$ cat config.mk
export PLATFORM = sky130hd
export DESIGN_NAME = uhci_access_arbiter
export DESIGN_NICKNAME = d
export VERILOG_FILES = /design/src/rtl/uhci_access_arbiter.sv
export SDC_FILE = /design/constraint.sdc
export NUM_CORES = 1
export LEC_CHECK = 0
export CAP_MARGIN = 20
export CORE_MARGIN = 4
export CORE_UTILIZATION = 42
export CTS_BUF_LIST = sky130_fd_sc_hd__clkbuf_2
export DETAILED_ROUTE_END_ITERATION = 8
export GPL_TIMING_DRIVEN = 0
export PLACE_DENSITY = 0.87
export SYNTH_ARGS = -nofsm -noshare
export SYNTH_HDL_FRONTEND = slang
export SYNTH_SLANG_ARGS = --single-unit
$ cat constraint.sdc
create_clock -name Clk -period 4.2 [get_ports Clk]
set_clock_uncertainty 0.1 [all_clocks]
set_input_delay 1.05 -clock Clk [delete_from_list [all_inputs] [get_ports Clk]]
set_output_delay 1.05 -clock Clk [all_outputs]
set_load 0.1 [all_outputs]
$ cat src/rtl/uhci_access_arbiter.sv
// Serialises FIFO-sourced writes and single front-end reads onto the shared
// UHCI register-file / USB packet-memory port, returning read data by toggle.
module uhci_access_arbiter #(
    parameter int ADDR_W     = 32,
    parameter int Data_W     = 32,
    parameter int usb_mem_W  = 6,
    parameter int MEM_RD_LAT = 2
) (
    input  logic                 Clk,
    input  logic                 Rst,
    input  logic                 fifo_empty,
    output logic                 fifo_rd_en,
    input  logic [ADDR_W-1:0]    fifo_addr,
    input  logic [Data_W-1:0]    fifo_data,
    input  logic                 rd_req,
    input  logic [ADDR_W-1:0]    rd_addr,
    input  logic                 uhci_busy,
    output logic                 reg_we,
    output logic                 reg_re,
    output logic [7:0]           reg_addr,
    output logic [7:0]           reg_wdata,
    input  logic [7:0]           reg_rdata,
    output logic                 mem_we,
    output logic                 mem_re,
    output logic [usb_mem_W-1:0] mem_addr,
    output logic [Data_W-1:0]    mem_wdata,
    input  logic [Data_W-1:0]    mem_rdata,
    output logic [7:0]           r_data_reg,
    output logic [Data_W-1:0]    r_data_mem,
    output logic                 data_reg_toggle,
    output logic                 data_mem_toggle,
    output logic                 acc_err
);

    localparam logic [2:0] ST_IDLE     = 3'd0;
    localparam logic [2:0] ST_POP      = 3'd1;
    localparam logic [2:0] ST_WR       = 3'd2;
    localparam logic [2:0] ST_RD_ISSUE = 3'd3;
    localparam logic [2:0] ST_RD_WAIT  = 3'd4;
    localparam logic [2:0] ST_RD_DONE  = 3'd5;

    localparam logic [2:0] LAT_LAST = 3'(MEM_RD_LAT);

    // Memory window is addr[usb_mem_W+1:2]; any set bit above it up to bit 9 is out of range.
    function automatic logic mem_oor(input logic [9:0] a);
        return (a >> (usb_mem_W + 2)) != 10'd0;
    endfunction

    logic [2:0] state_r;
    logic [2:0] next_state_s;
    logic       start_rd_s;
    logic       rd_last_s;
    logic       armed_r;
    logic       rd_is_reg_r;
    logic       rd_oor_r;
    logic [2:0] wait_cnt_r;
    logic       unused_bits_s;

    assign unused_bits_s = ^{fifo_addr[ADDR_W-1:11], rd_addr[ADDR_W-1:11]};

    // Next-state decode; writes win over reads and busy only gates new starts.
    always_comb begin
        next_state_s = state_r;
        start_rd_s   = 1'b0;
        rd_last_s    = 1'b0;
        case (state_r)
            ST_IDLE: begin
                if (uhci_busy) begin
                    next_state_s = ST_IDLE;
                end else if (!fifo_empty) begin
                    next_state_s = ST_POP;
                end else if (rd_req && armed_r) begin
                    next_state_s = ST_RD_ISSUE;
                    start_rd_s   = 1'b1;
                end else begin
                    next_state_s = ST_IDLE;
                end
            end
            ST_POP:      next_state_s = ST_WR;
            ST_WR: begin
                if (!fifo_empty && !uhci_busy) begin
                    next_state_s = ST_POP;
                end else begin
                    next_state_s = ST_IDLE;
                end
            end
            ST_RD_ISSUE: next_state_s = ST_RD_WAIT;
            ST_RD_WAIT: begin
                if (rd_is_reg_r || (wait_cnt_r == LAT_LAST)) begin
                    next_state_s = ST_RD_DONE;
                    rd_last_s    = 1'b1;
                end else begin
                    next_state_s = ST_RD_WAIT;
                end
            end
            ST_RD_DONE:  next_state_s = ST_IDLE;
            default:     next_state_s = ST_IDLE;
        endcase
    end

    // Sequencing state: FSM, read re-arm, latched read target and latency counter.
    always_ff @(posedge Clk or negedge Rst) begin
        if (!Rst) begin
            state_r     <= ST_IDLE;
            armed_r     <= 1'b1;
            rd_is_reg_r <= 1'b0;
            rd_oor_r    <= 1'b0;
            wait_cnt_r  <= 3'd0;
        end else begin
            state_r <= next_state_s;
            if (!rd_req) begin
                armed_r <= 1'b1;
            end else if (start_rd_s) begin
                armed_r <= 1'b0;
            end
            if (start_rd_s) begin
                rd_is_reg_r <= rd_addr[10];
                rd_oor_r    <= !rd_addr[10] && mem_oor(rd_addr[9:0]);
            end
            if (state_r == ST_RD_ISSUE) begin
                wait_cnt_r <= 3'd1;
            end else if (state_r == ST_RD_WAIT) begin
                wait_cnt_r <= wait_cnt_r + 3'd1;
            end
        end
    end

    // Registered port outputs; the FIFO head is captured on the edge that pops it.
    always_ff @(posedge Clk or negedge Rst) begin
        if (!Rst) begin
            fifo_rd_en      <= 1'b0;
            reg_we          <= 1'b0;
            reg_re          <= 1'b0;
            mem_we          <= 1'b0;
            mem_re          <= 1'b0;
            acc_err         <= 1'b0;
            reg_addr        <= 8'd0;
            reg_wdata       <= 8'd0;
            mem_addr        <= '0;
            mem_wdata       <= '0;
            r_data_reg      <= 8'd0;
            r_data_mem      <= '0;
            data_reg_toggle <= 1'b0;
            data_mem_toggle <= 1'b0;
        end else begin
            fifo_rd_en <= (next_state_s == ST_POP);
            reg_we     <= 1'b0;
            reg_re     <= 1'b0;
            mem_we     <= 1'b0;
            mem_re     <= 1'b0;
            acc_err    <= 1'b0;
            if (state_r == ST_POP) begin
                reg_addr  <= fifo_addr[7:0];
                reg_wdata <= fifo_data[7:0];
                mem_addr  <= fifo_addr[usb_mem_W+1:2];
                mem_wdata <= fifo_data;
                if (fifo_addr[10]) begin
                    reg_we <= 1'b1;
                end else if (mem_oor(fifo_addr[9:0])) begin
                    acc_err <= 1'b1;
                end else begin
                    mem_we <= 1'b1;
                end
            end
            if (start_rd_s) begin
                reg_addr <= rd_addr[7:0];
                mem_addr <= rd_addr[usb_mem_W+1:2];
                if (rd_addr[10]) begin
                    reg_re <= 1'b1;
                end else if (!mem_oor(rd_addr[9:0])) begin
                    mem_re <= 1'b1;
                end
            end
            // Data and toggle move on the same edge so the consumer sees them together.
            if (rd_last_s) begin
                if (rd_is_reg_r) begin
                    r_data_reg      <= reg_rdata;
                    data_reg_toggle <= ~data_reg_toggle;
                end else begin
                    r_data_mem      <= rd_oor_r ? '0 : mem_rdata;
                    data_mem_toggle <= ~data_mem_toggle;
                    acc_err         <= rd_oor_r;
                end
            end
        end
    end

endmodule

# Yosys cells after proc, flatten, opt, wreduce, memory -nomap -nowiden
# Index checks and enable logic that the tools add are counted.
# W data, S select, Z words.
# classes
n_addsub	1
n_eq_ne	7
mux	36
n_bitwise	3
reduce_logical	14
# op_table
op	n
$mux W32	1
$mux W1	25
$reduce_bool A10 Y1	2
$mux W8	2
$pmux W3 S5	1
$mux W6	2
$eq A3 B2 Y1 const B	3
$eq A3 B1 Y1 const B	2
$mux W2	3
$mux W3	2
$reduce_and A2 Y1	2
$reduce_bool A2 Y1	2
$add A3 B1 Y3 const B	1
$eq A3 B3 Y1 const B	1
$logic_and A1 B1 Y1	3
$logic_not A1 Y1	3
$logic_not A3 Y1	1
$not A1 Y1	3
$ne A2 B1 Y1 const B	1
$logic_or A1 B1 Y1	1
# word_totals
reg_bits	111
in_bits	141
output_inout_bits	102
elab_cells	80

# Depth between registers and ports, before layout
# depth
word_depth	7
depth_mapped	7
depth_no_buf	5

# Least setup slack after synthesis
# No wires, ideal clock.
# synth_path
path_type	flip-flop to output port
startpoint	register reg_addr[2]
endpoint	output port reg_addr[2]
t_arrival_ps	1341
required_ps	3050
slack_ps	1709
path_stages_with_launch	2
n_path_buf	1
cell_sequence	dfrtp_1 -> buf_4
# synth_rtl
item	line_no	rtl
start: declaration	20	output logic [7:0] reg_addr,
start signal: assignment	153	reg_addr <= fifo_addr[7:0];
start signal: assignment	166	reg_addr <= rd_addr[7:0];
# No word-level cell between the ends.

# Final worst setup path
# layout_path
startpoint	register reg_addr[4]
endpoint	output port reg_addr[4]
# No word-level cell between the ends.

==> results.yml <==
run_status:
  outcome: "finished, final reports clean"
timing:
  setup_viol: 0
  period_share: 0.801
  worst_hold_slack_ns: 0.307
  max-slew-margin-rel: 0.326
  slew_viol_final: 0
  hold_violations: 0
  rsz0062_at_grt: "no"
  tightestPinTransition_ns: 1.01
  tns_ns: 0
  max_freq_mhz: 297
  finalCriticalPeriod_ns: 3.36
clock_network:
  cts_tree: "built"
  numCtsBuffers: 9
  htreeDepth: 3
  post_cts_buffers: 0
  holdBufCountCts: 0
  cts_buffer_depth: 2
  cts_sinks: 97
  clock_latency_ns: 0.52
  cts-root-buf: "clkbuf_2"
  clkTransAtPathRegs_ns: 0.24
  cts-resized-gates: 0
synth:
  synth-async-reset-ratio: 1.00
  syn_inst: 295
  synth_edf_count: 0
  synthesis.area_um2: 4230
  ys_types: 35
  ys_seq_area_frac: 0.574
  synth_nets: 438
  yosys_warnings: 0
  ys_seq_elements: 97
  avgSynthCellArea_um2: 14.3
  synthFlopType: "dfrtp_1"
cells_and_area:
  stdcell_count: 645
  syn2layout_area_growth_pct: 54.0
  antenna_cells: 0
  drive_above_1_share: 0.227
  largest_reg_flops: 32
  nNetsFinal: 650
  regMostFlops: "r_data_mem"
  register_area_um2: 2430
  multiInputGateArea_um2: 1550
  largestRegisters: "r_data_mem (32), mem_wdata (25)"
  fin_util: 0.666
  fillCellCount: 748
global_routing:
  gr-max-usage-layer: "met2"
  met3_usage: 0.0573
  grt.total_usage: 0.196
  grt_max_degree: 73
  gr-usage-met1: 0.231
  grt_overflow: 0
  grt_pass1_vias: 3502
  grt_use_met2: 0.351
  antenna_found_initial: 0
  grt_pass1_wl_mm: 17.8
floorplan:
  initial_utilization: 0.433
  dieArea_um2: 11700
  ios: 243
  die_y_um: 108
  fp.coreArea_um2: 9770
  row_count: 36
  dieWidth_um: 108
min_path:
  hp-class: "in -> async"
placement:
  gp_congestion: 0.758
  io_buffers: 200
  dpl.hpwl_mm: 8.59
  placedCellCount: 629
worst_setup_path:
  r2r_cells: 4
  worst-path-stages: 2
  crit_path_start_kind: "register"
  path_cells: "buf_4 > clkdlybuf4s50_1"
  required_ns: 3.05
  path_class: "reg -> out"
  crit_buf_inv: 2
  path_max_fanout: 3
  max_stage_delay_ns: 1.12
  cp_slowest_cell: "clkdlybuf4s50_1"
  cp_top_family: "buffers and inverters"
  critPathArrivalTime_ns: 2.21
  endpoint_kind: "primary output"
drt:
  num_vias: 3104
  first_pass_iters: 4
  detail-route-antenna-nets: 0
  drc: 0
  drt-total-wl_mm: 11.2
  routedWlPerCell_um: 17.3
  drtIter0Drc: 137
  routed_via_density: 4.81
flow_run:
  drv_cap: 0
synthesized netlist by cell type (all sizes together) (2+ instances only):
master / instances / area share
inv: 3 / 0.0027
nor4: 3 / 0.0044
a221o: 8 / 0.019
buf: 23 / 0.049
nor2b: 34 / 0.050
and3: 3 / 0.0044
or3b: 2 / 0.0047
ha: 2 / 0.0059
clkbuf: 7 / 0.0062
mux2: 73 / 0.22
nor2: 4 / 0.0036
nand2: 3 / 0.0027
o21ai: 3 / 0.0036
and2: 11 / 0.016
dfrtp: 96 / 0.57
a21oi: 6 / 0.0071
layout by cell type, fill, tap and decap left out, types with 2 or more instances in the layout:
master | netlist | final
clkdlybuf4s50_1 | 0 | 199
dfrtp_1 | 96 | 96
mux2_2 | 45 | 45
nor2b_1 | 34 | 34
mux2_4 | 28 | 28
buf_4 | 14 | 15
and2_1 | 11 | 11
clkbuf_2 | 0 | 11
a221o_1 | 8 | 8
clkbuf_1 | 7 | 7
a21oi_1 | 6 | 6
buf_2 | 4 | 4
nor2_1 | 4 | 4
nor4_1 | 3 | 3
and3_1 | 3 | 3
inv_1 | 3 | 3
nand2_1 | 3 | 3
o21ai_0 | 3 | 3
buf_12 | 3 | 3
buf_6 | 2 | 2
ha_1 | 2 | 2
clkinvlp_4 | 0 | 2
cells by family (layout without fill, tap and decap cells):
group | count (synthesis) | in the layout | share of synthesized area
AO/OA/AOI/OAI | 24 | 24 | 0.0438
XOR/XNOR | 2 | 2 | 0.00414
adder cells (fa/ha/maj) | 2 | 2 | 0.00592
buffers and inverters | 33 | 250 | 0.0580
flip-flops | 97 | 97 | 0.574
multiplexers | 74 | 74 | 0.222
AND/OR/NAND/NOR | 63 | 63 | 0.0920
routing by layer:
metal	up-vias	part of all wire
met1	1534	0.39
li1	1429	-
met4	0	0.015
met2	127	0.52
met3	14	0.077
met5	-	0
metrics by stage:
stage                     area (um^2)  setup slack, ns
after floorplan                  4230             1.71
after global placement           6400            -1.62
after detailed placement         6420             1.19
after CTS                        6510            0.761
after global routing             6510            0.693
final                            6510            0.837
worst paths after layout:
check                                start              end  slack (ns)
max                            reg_addr[4]      reg_addr[4]        0.84
min                                    Rst     mem_wdata[9]        0.31
max reg2reg                     state_r[0]     reg_wdata[4]        1.74
min reg2reg                data_mem_toggle  data_mem_toggle        0.39
max in group asynchronous              Rst          armed_r        3.00
min in group Clk           data_mem_toggle  data_mem_toggle        0.39
final cells by class:
| cell class | count | share of cell area |
|---|---|---|
| plain buffers | 30 | 0.0359 |
| clock buffers | 11 | 0.00846 |
| clock inverters | 5 | 0.00500 |
| inverters | 3 | 0.00173 |
| multi-input cells | 165 | 0.239 |
| flip-flops and latches | 97 | 0.373 |
| well taps | 133 | 0.0256 |
| repair buffers | 201 | 0.311 |
Power is left out: the tool's default activity adds up to more than one toggle a clock period on the data nets, which glitch-free logic cannot reach.
